**src/rtl/ysyx_22050078_wbu_if.sv**
```systemverilog
// Write-back unit bus: issue reservation, operand busy lookup,
// ALU/LSU result channels and the register-file write port.
interface ysyx_22050078_wbu_if #(
    parameter int ADDR_WIDTH = 5,
    parameter int DATA_WIDTH = 64
);
    logic                  issue_valid;
    logic [ADDR_WIDTH-1:0] issue_rd;
    logic                  issue_ready;

    logic [ADDR_WIDTH-1:0] rs1_addr;
    logic [ADDR_WIDTH-1:0] rs2_addr;
    logic                  rs1_busy;
    logic                  rs2_busy;

    logic                  alu_valid;
    logic                  alu_ready;
    logic [ADDR_WIDTH-1:0] alu_rd;
    logic [DATA_WIDTH-1:0] alu_data;

    logic                  lsu_valid;
    logic                  lsu_ready;
    logic [ADDR_WIDTH-1:0] lsu_rd;
    logic [2:0]            lsu_funct3;
    logic [2:0]            lsu_off;
    logic [DATA_WIDTH-1:0] lsu_rdata;

    logic                  wen;
    logic [ADDR_WIDTH-1:0] waddr;
    logic [DATA_WIDTH-1:0] wdata;

    modport slave (
        input  issue_valid, issue_rd, rs1_addr, rs2_addr,
        input  alu_valid, alu_rd, alu_data,
        input  lsu_valid, lsu_rd, lsu_funct3, lsu_off, lsu_rdata,
        output issue_ready, rs1_busy, rs2_busy,
        output alu_ready, lsu_ready, wen, waddr, wdata
    );

    modport master (
        output issue_valid, issue_rd, rs1_addr, rs2_addr,
        output alu_valid, alu_rd, alu_data,
        output lsu_valid, lsu_rd, lsu_funct3, lsu_off, lsu_rdata,
        input  issue_ready, rs1_busy, rs2_busy,
        input  alu_ready, lsu_ready, wen, waddr, wdata
    );
endinterface

```
**src/rtl/ysyx_22050078_wbu.sv**
```systemverilog
// Write-back unit: arbitrates ALU/LSU results into one registered
// regfile write and tracks pending destinations in a busy scoreboard.
module ysyx_22050078_wbu #(
    parameter int ADDR_WIDTH = 5,
    parameter int DATA_WIDTH = 64
) (
    input logic                  clk,
    input logic                  rst_n,
    ysyx_22050078_wbu_if.slave   bus
);
    localparam int NREG = 1 << ADDR_WIDTH;
    localparam int DW   = DATA_WIDTH;

    logic [NREG-1:0]       busy_q, busy_d;
    logic                  wen_q, wen_d;
    logic [ADDR_WIDTH-1:0] waddr_q, waddr_d;
    logic [DW-1:0]         wdata_q, wdata_d;
    logic [DW-1:0]         sh;
    logic [DW-1:0]         ld_data;
    logic                  lsu_fire, alu_fire, issue_fire;

    assign bus.lsu_ready   = 1'b1;
    assign bus.alu_ready   = ~bus.lsu_valid;
    assign lsu_fire        = bus.lsu_valid;
    assign alu_fire        = bus.alu_valid & ~bus.lsu_valid;

    assign bus.issue_ready = ~busy_q[bus.issue_rd];
    assign issue_fire      = bus.issue_valid & bus.issue_ready
                           & (bus.issue_rd != '0);

    assign bus.rs1_busy    = busy_q[bus.rs1_addr];
    assign bus.rs2_busy    = busy_q[bus.rs2_addr];

    assign bus.wen         = wen_q;
    assign bus.waddr       = waddr_q;
    assign bus.wdata       = wdata_q;

    assign sh = bus.lsu_rdata >> {bus.lsu_off, 3'b000};

    // Misaligned offsets and the reserved funct3 fall through to zero.
    always_comb begin
        ld_data = '0;
        unique case (bus.lsu_funct3)
            3'b000: ld_data = {{(DW-8){sh[7]}}, sh[7:0]};
            3'b001: if (!bus.lsu_off[0])
                ld_data = {{(DW-16){sh[15]}}, sh[15:0]};
            3'b010: if (bus.lsu_off[1:0] == 2'b00)
                ld_data = {{(DW-32){sh[31]}}, sh[31:0]};
            3'b011: if (bus.lsu_off == 3'b000)
                ld_data = sh;
            3'b100: ld_data = {{(DW-8){1'b0}}, sh[7:0]};
            3'b101: if (!bus.lsu_off[0])
                ld_data = {{(DW-16){1'b0}}, sh[15:0]};
            3'b110: if (bus.lsu_off[1:0] == 2'b00)
                ld_data = {{(DW-32){1'b0}}, sh[31:0]};
            default: ld_data = '0;
        endcase
    end

    always_comb begin
        wen_d   = 1'b0;
        waddr_d = waddr_q;
        wdata_d = wdata_q;
        if (lsu_fire) begin
            wen_d   = bus.lsu_rd != '0;
            waddr_d = bus.lsu_rd;
            wdata_d = ld_data;
        end else if (alu_fire) begin
            wen_d   = bus.alu_rd != '0;
            waddr_d = bus.alu_rd;
            wdata_d = bus.alu_data;
        end
    end

    // Clear before set so a same-edge reserve of the committing index wins.
    always_comb begin
        busy_d = busy_q;
        if (wen_q)
            busy_d[waddr_q] = 1'b0;
        if (issue_fire)
            busy_d[bus.issue_rd] = 1'b1;
        busy_d[0] = 1'b0;
    end

    always_ff @(posedge clk or negedge rst_n) begin
        if (!rst_n) begin
            busy_q  <= '0;
            wen_q   <= 1'b0;
            waddr_q <= '0;
            wdata_q <= '0;
        end else begin
            busy_q  <= busy_d;
            wen_q   <= wen_d;
            waddr_q <= waddr_d;
            wdata_q <= wdata_d;
        end
    end
endmodule

```
**src/flat_wrapper.sv**
```systemverilog
// flat-port wrapper written by rule: the top's interface ports become plain ports
module ysyx_22050078_wbu_flat 
#(
    parameter int ADDR_WIDTH = 5,
    parameter int DATA_WIDTH = 64
)
  (clk, rst_n, bus_issue_valid, bus_issue_rd, bus_rs1_addr, bus_rs2_addr, bus_alu_valid, bus_alu_rd, bus_alu_data, bus_lsu_valid, bus_lsu_rd, bus_lsu_funct3, bus_lsu_off, bus_lsu_rdata, bus_issue_ready, bus_rs1_busy, bus_rs2_busy, bus_alu_ready, bus_lsu_ready, bus_wen, bus_waddr, bus_wdata);
  ysyx_22050078_wbu_if #(.ADDR_WIDTH(ADDR_WIDTH), .DATA_WIDTH(DATA_WIDTH)) bus_i ();
  input logic clk;
  input logic rst_n;
  input wire logic [$bits(bus_i.issue_valid)-1:0] bus_issue_valid;
  input wire logic [$bits(bus_i.issue_rd)-1:0] bus_issue_rd;
  input wire logic [$bits(bus_i.rs1_addr)-1:0] bus_rs1_addr;
  input wire logic [$bits(bus_i.rs2_addr)-1:0] bus_rs2_addr;
  input wire logic [$bits(bus_i.alu_valid)-1:0] bus_alu_valid;
  input wire logic [$bits(bus_i.alu_rd)-1:0] bus_alu_rd;
  input wire logic [$bits(bus_i.alu_data)-1:0] bus_alu_data;
  input wire logic [$bits(bus_i.lsu_valid)-1:0] bus_lsu_valid;
  input wire logic [$bits(bus_i.lsu_rd)-1:0] bus_lsu_rd;
  input wire logic [$bits(bus_i.lsu_funct3)-1:0] bus_lsu_funct3;
  input wire logic [$bits(bus_i.lsu_off)-1:0] bus_lsu_off;
  input wire logic [$bits(bus_i.lsu_rdata)-1:0] bus_lsu_rdata;
  output wire logic [$bits(bus_i.issue_ready)-1:0] bus_issue_ready;
  output wire logic [$bits(bus_i.rs1_busy)-1:0] bus_rs1_busy;
  output wire logic [$bits(bus_i.rs2_busy)-1:0] bus_rs2_busy;
  output wire logic [$bits(bus_i.alu_ready)-1:0] bus_alu_ready;
  output wire logic [$bits(bus_i.lsu_ready)-1:0] bus_lsu_ready;
  output wire logic [$bits(bus_i.wen)-1:0] bus_wen;
  output wire logic [$bits(bus_i.waddr)-1:0] bus_waddr;
  output wire logic [$bits(bus_i.wdata)-1:0] bus_wdata;
  assign bus_i.issue_valid = bus_issue_valid;
  assign bus_i.issue_rd = bus_issue_rd;
  assign bus_i.rs1_addr = bus_rs1_addr;
  assign bus_i.rs2_addr = bus_rs2_addr;
  assign bus_i.alu_valid = bus_alu_valid;
  assign bus_i.alu_rd = bus_alu_rd;
  assign bus_i.alu_data = bus_alu_data;
  assign bus_i.lsu_valid = bus_lsu_valid;
  assign bus_i.lsu_rd = bus_lsu_rd;
  assign bus_i.lsu_funct3 = bus_lsu_funct3;
  assign bus_i.lsu_off = bus_lsu_off;
  assign bus_i.lsu_rdata = bus_lsu_rdata;
  assign bus_issue_ready = bus_i.issue_ready;
  assign bus_rs1_busy = bus_i.rs1_busy;
  assign bus_rs2_busy = bus_i.rs2_busy;
  assign bus_alu_ready = bus_i.alu_ready;
  assign bus_lsu_ready = bus_i.lsu_ready;
  assign bus_wen = bus_i.wen;
  assign bus_waddr = bus_i.waddr;
  assign bus_wdata = bus_i.wdata;
  ysyx_22050078_wbu #(.ADDR_WIDTH(ADDR_WIDTH), .DATA_WIDTH(DATA_WIDTH)) u_core (.clk(clk), .rst_n(rst_n), .bus(bus_i));
endmodule
```
**config.mk**
```make
export PLATFORM = sky130hd
export DESIGN_NAME = ysyx_22050078_wbu_flat
export DESIGN_NICKNAME = d
export VERILOG_FILES = /design/src/rtl/ysyx_22050078_wbu_if.sv /design/src/rtl/ysyx_22050078_wbu.sv /design/src/flat_wrapper.sv
export SDC_FILE = /design/constraint.sdc
export NUM_CORES = 1
export LEC_CHECK = 0
export ABC_CLOCK_PERIOD_IN_PS = 4900
export CAP_MARGIN = 30
export CORE_MARGIN = 2
export CORE_UTILIZATION = 29
export CTS_CLUSTER_DIAMETER = 200
export DETAILED_ROUTE_END_ITERATION = 10
export HOLD_SLACK_MARGIN = 0.06
export PLACE_DENSITY = 0.52
export SETUP_SLACK_MARGIN = 0.4
export SLEW_MARGIN = 20
export SYNTH_ARGS = -nofsm -noshare
export SYNTH_HDL_FRONTEND = slang
export SYNTH_SLANG_ARGS = --single-unit
```
**constraint.sdc**
```tcl
create_clock -name clk -period 4.9 [get_ports clk]
set_input_delay 0.735 -clock clk [delete_from_list [all_inputs] [get_ports clk]]
set_output_delay 0.735 -clock clk [all_outputs]
set_load 0.02 [all_outputs]
```
# == After elaboration in Yosys (flattened, before gate mapping) ==
# Index checks and enable logic that the tools add are counted.
# word_totals
word_cells,58
ff_bits,101
output_inout_bits,75
input_bits,164
# classes
bitwise,8
reduce_logical,9
shifts,1
n_eq_ne,6
magnitude_cmp,6
mux,24
# op_table
operator,n
one-hot mux 64 bit (7 select lines),1
2-to-1 mux 64 bit,5
2-to-1 mux 32 bit,3
>> shifter 64 x 6 -> 64 bit,1
AND 32 bit,1
NOT 32 bit,1
bitwise OR 32 bit,1
less-than comparator 5 x 6 -> 1 bit (second input constant),4
2-to-1 mux 16 bit,1
binary-select mux 1 bit (select 5 bit),3
nonzero test 5 bit,3
demux 1 bit (select 5 bit),2
greater-or-equal comparator 5 x 1 -> 1 bit (second input constant),2
2-to-1 mux 5 bit,2
== test 3 bit (second input constant),3
2-to-1 mux 1 bit,7
== test 3 x 2 -> 1 bit (second input constant),2
logical NOT 3 bit,2
AND 1 bit,3
== test 3 x 1 -> 1 bit (second input constant),1
logical AND 1 bit,2
logical NOT 2 bit,1
NOT 1 bit,2
nonzero test 2 bit,1

# == Depth between registers and ports, before layout ==
# logic_depth
word_depth,9
ltp_mapped,8
ltp_nobuf,5

# == Worst setup path after synthesis ==
# Ideal clock, no wire load.
# synth_path
path_kind,input to output
startpoint,in bus_rs1_addr[0]
endpoint,out bus_rs1_busy
stages,5
arrival_time_ns,2.209
t_required_ns,4.165
path_buffers,1
slack_ns,1.956
path_cell_list,clkbuf_1 > mux4_2 > mux4_2 > nor2_1 > a21oi_1
# synth_between
elab_chain_cells,2
# synth_lines
element,line,rtl
from (decl),flat_wrapper.sv:13,input wire logic [$bits(bus_i.rs1_addr)-1:0] bus_rs1_addr;
binary-select mux 1 bit (select 5 bit),ysyx_22050078_wbu.sv:31,assign bus.rs1_busy = busy_q[bus.rs1_addr];
2-to-1 mux 1 bit (implied by the code),ysyx_22050078_wbu.sv:31,
to (decl),flat_wrapper.sv:24,output wire logic [$bits(bus_i.rs1_busy)-1:0] bus_rs1_busy;
# Every way passes these cells. The select of a mux whose other input is x is not followed.

# == Worst setup path in the final report ==
# layout_path
startpoint,in bus_issue_rd[1]
endpoint,out bus_issue_ready
# layout_between
elab_chain_cells,3
# layout_lines
element,line,rtl
from (decl),flat_wrapper.sv:12,input wire logic [$bits(bus_i.issue_rd)-1:0] bus_issue_rd;
binary-select mux 1 bit (select 5 bit),ysyx_22050078_wbu.sv:27,assign bus.issue_ready = ~busy_q[bus.issue_rd];
2-to-1 mux 1 bit (implied by the code),ysyx_22050078_wbu.sv:27,
NOT 1 bit,ysyx_22050078_wbu.sv:27,
to (decl),flat_wrapper.sv:23,output wire logic [$bits(bus_i.issue_ready)-1:0] bus_issue_ready;
# Every way passes these cells. The select of a mux whose other input is x is not followed.

==> impl_metrics.py <==
metrics = {
    "pwr": {
        "peakVddDrop_uv": 170,
        "switching_share_pct": 33.8,
        "power_frac_clock_pct": 25.8,
        "internal_power_mw": 1.97,
        "p_seq_share_pct": 39.8,
        "power_density_nw_per_um2": 301,
        "p_leak_nw": 3.87,
        "finalPower_mw": 2.97,
        "comb_power_share_pct": 34.4,
        "switching_power_mw": 1.00,
    },
    "worst_setup_path": {
        "critPathMaxFanout": 17,
        "r2r_cells": 5,
        "endpoint_kind": "output pin",
        "worstSetupStartpointType": "input port",
        "worstPathArrival_ps": 3260,
        "critPathKind": "input port to output pin",
        "cp_data_required_time_ps": 4160,
        "reg2reg_slack_ps": 3050,
    },
    "run_status": {
        "status": "finished, final reports clean",
    },
    "timing": {
        "relSlewSlack_pct": 49.5,
        "rsz0062_at_grt": "no",
        "setup_tns_ps": 0,
        "timing.fmax_mhz": 250,
        "drv_slew": 0,
        "layout_min_cycle_time_ps": 4000,
        "timing.final.crit_share_pct": 81.6,
        "hold_viol": 0,
        "setup_viol": 0,
        "skew_ps": 9.81,
        "tightestPinTransition_ps": 754,
    },
    "synth": {
        "synthDominantCellAreaShare_pct": 36.1,
        "yosysSeqAreaShare_pct": 36.1,
        "synth_area_leaders": "dfrtp_1, mux4_2, mux2i_1",
        "synth_cells": 644,
        "synth_commonest_cells": "dfrtp_1, mux2i_1, o21ai_0",
        "synth-edff-count": 0,
        "synth_area_leader_cell": "dfrtp_1",
        "synth-seq-cells": 101,
        "synth_fp_nets": 808,
        "synth.distinct_cells": 54,
        "synth.most_common_cell": "dfrtp_1",
        "syn_avg_cell_area_sq_um": 10.9,
        "syn_area_sq_um": 7000,
        "synth_ff_type": "dfrtp_1",
        "yosysWarnings": 0,
        "ys_async_sr_fraction_pct": 100,
    },
    "grt": {
        "antenna_found_initial": 5,
        "grt_pass1_vias": 6617,
        "grt_max_degree": 50,
        "grtUsageTotal_pct": 21.2,
        "grt_pass1_wl_microns": 41300,
        "grt-ovfl-total": 0,
    },
    "job": {
        "drv_cap": 0,
    },
    "worst_hold_path": {
        "holdCritPathClass": "input port to asynchronous set/reset pin",
    },
    "clock_tree": {
        "cts_hold_buf": 0,
        "cts_inserted_buffers": 9,
        "clkSinkCount": 101,
        "cts_tree": "built",
        "htreeDepth": 3,
        "cts_root_buf": "clkbuf_16",
        "clkTransAtPathRegs_ps": 80,
        "clockBufferDepth": 2,
        "clk_latency_ps": 350,
    },
    "detailed_routing": {
        "dr.pass1.iters": 5,
        "drtIter0Drc": 495,
        "postRouteAntennaNets": 0,
        "viasPerCell": 5.43,
        "wl_per_cell_microns": 23.2,
        "vias": 6360,
        "drc": 0,
        "wirelength_microns": 27100,
    },
    "die": {
        "die_y_microns": 159,
        "start_util_pct": 29.7,
        "die_x_microns": 159,
        "coreArea_sq_um": 23600,
        "num_io_pins": 239,
        "placementRows": 56,
        "fp.dieArea_sq_um": 25400,
    },
    "placement": {
        "gp_congestion": 0.889,
        "place_hpwl_microns": 21200,
        "io_buffers": 237,
    },
    "cells_and_area": {
        "multiInputGateArea_sq_um": 4150,
        "seq_area_sq_um": 2530,
        "fillers": 2353,
        "nets": 1010,
        "area_delta_synth_final_pct": 41.0,
        "layout-drive-gt1-share_pct": 14.6,
    },
}
metrics by stage:
stage | area, sq um | setup slack [ps] | instances | utilization, % | hold WS (ps)
CTS | 9870 | 547 | 1170 | 41.8 | 301
finish | 9870 | 901 | 1171 | 41.8 | 298
global placement | 9530 | 554 | 1153 | 40.4 | 550
floorplan | 7000 | 1960 | 644 | - | 439
global route | 9870 | 773 | 1170 | 41.8 | 313
detailed placement | 9560 | 569 | 1154 | 40.5 | 551
cells in the final DEF, fill, tap and decap left out, drive strengths merged, types with 3 or more instances in the layout:
| master | count |
|---|---|
| or3b | 5 |
| or4 | 4 |
| clkdlybuf4s50 | 231 |
| o211ai | 9 |
| o22a | 5 |
| nor2b | 6 |
| a221o | 13 |
| mux4 | 38 |
| o31ai | 19 |
| mux2 | 29 |
| o22ai | 7 |
| nand3 | 8 |
| o21ai | 67 |
| nor3 | 3 |
| a21oi | 21 |
| inv | 14 |
| a221oi | 6 |
| clkbuf | 9 |
| nand2b | 10 |
| nor2 | 28 |
| nand2 | 47 |
| nand3b | 8 |
| mux2i | 83 |
| o21a | 9 |
| o221ai | 29 |
| buf | 15 |
| o2bb2ai | 7 |
| dfrtp | 101 |
flip-flops by register name, summed over array words and instances, names as in the netlist:
name              flops
u_core.busy_q        31
u_core.bus.wen        1
u_core.bus.wdata     64
u_core.bus.waddr      5
cell type report:
type,instances,share of cell area (%)
Sequential cell,101,25.6
Timing Repair Buffer,247,24.8
Tap cell,319,4.04
Inverter,9,0.342
Antenna cell,1,0.0253
Clock inverter,7,0.887
Clock buffer,9,2.28
Multi-Input combinational cell,478,42.0
critical path: stages:
cell	delay, ps
clkdlybuf4s50_1	780
mux4_2	390
a22o_1	240
nand2_1	70
o21ai_2	220
nor2_1	190
clkdlybuf4s50_1	640
path summary, 6_finish.rpt:
path	start	endpoint
worst min register to register	u_core.bus.wdata[15]	u_core.bus.wdata[15]
max in group asynchronous	rst_n	u_core.busy_q[10]
min in group clk	u_core.bus.wdata[15]	u_core.bus.wdata[15]
worst max register to register	u_core.busy_q[27]	u_core.busy_q[4]
worst min-delay path	rst_n	u_core.bus.wdata[40]
worst max-delay path	bus_issue_rd[1]	bus_issue_ready
layer usage:
layer / track usage [%] / up-vias / wire length [microns]
met5: 0 / - / 54
met4: 4.05 / 8 / 291
met3: 7.19 / 26 / 2190
li1: - / 2914 / -
met2: 36.0 / 253 / 13300
met1: 26.5 / 3159 / 11300
power by group through the flow:
stage	Clock (mW)	Sequential, mW	Combinational, mW
floorplan	0	1.17	0.556
global placement	0	1.20	1.02
detailed placement	0	1.19	1.03
CTS	0.784	1.18	1.03
global route	0.824	1.20	1.10
finish	0.767	1.18	1.02
what timing repair did:
item / 4_1_cts / 5_1_grt
endpoints found under the hold margin: 0 / 0
buffers inserted: 0 / 0
setup endpoints to repair: 0 / 1
gates resized for setup: 0 / 1
cell families after synthesis:
kind of cell	count (synthesis)	synth area share (%)
compound gates	201	21.3
simple gates	126	9.06
flops	101	36.1
buf+inv	65	4.65
other cells	1	0.0536
mux	150	28.8
(Power assumes the default switching activity.)
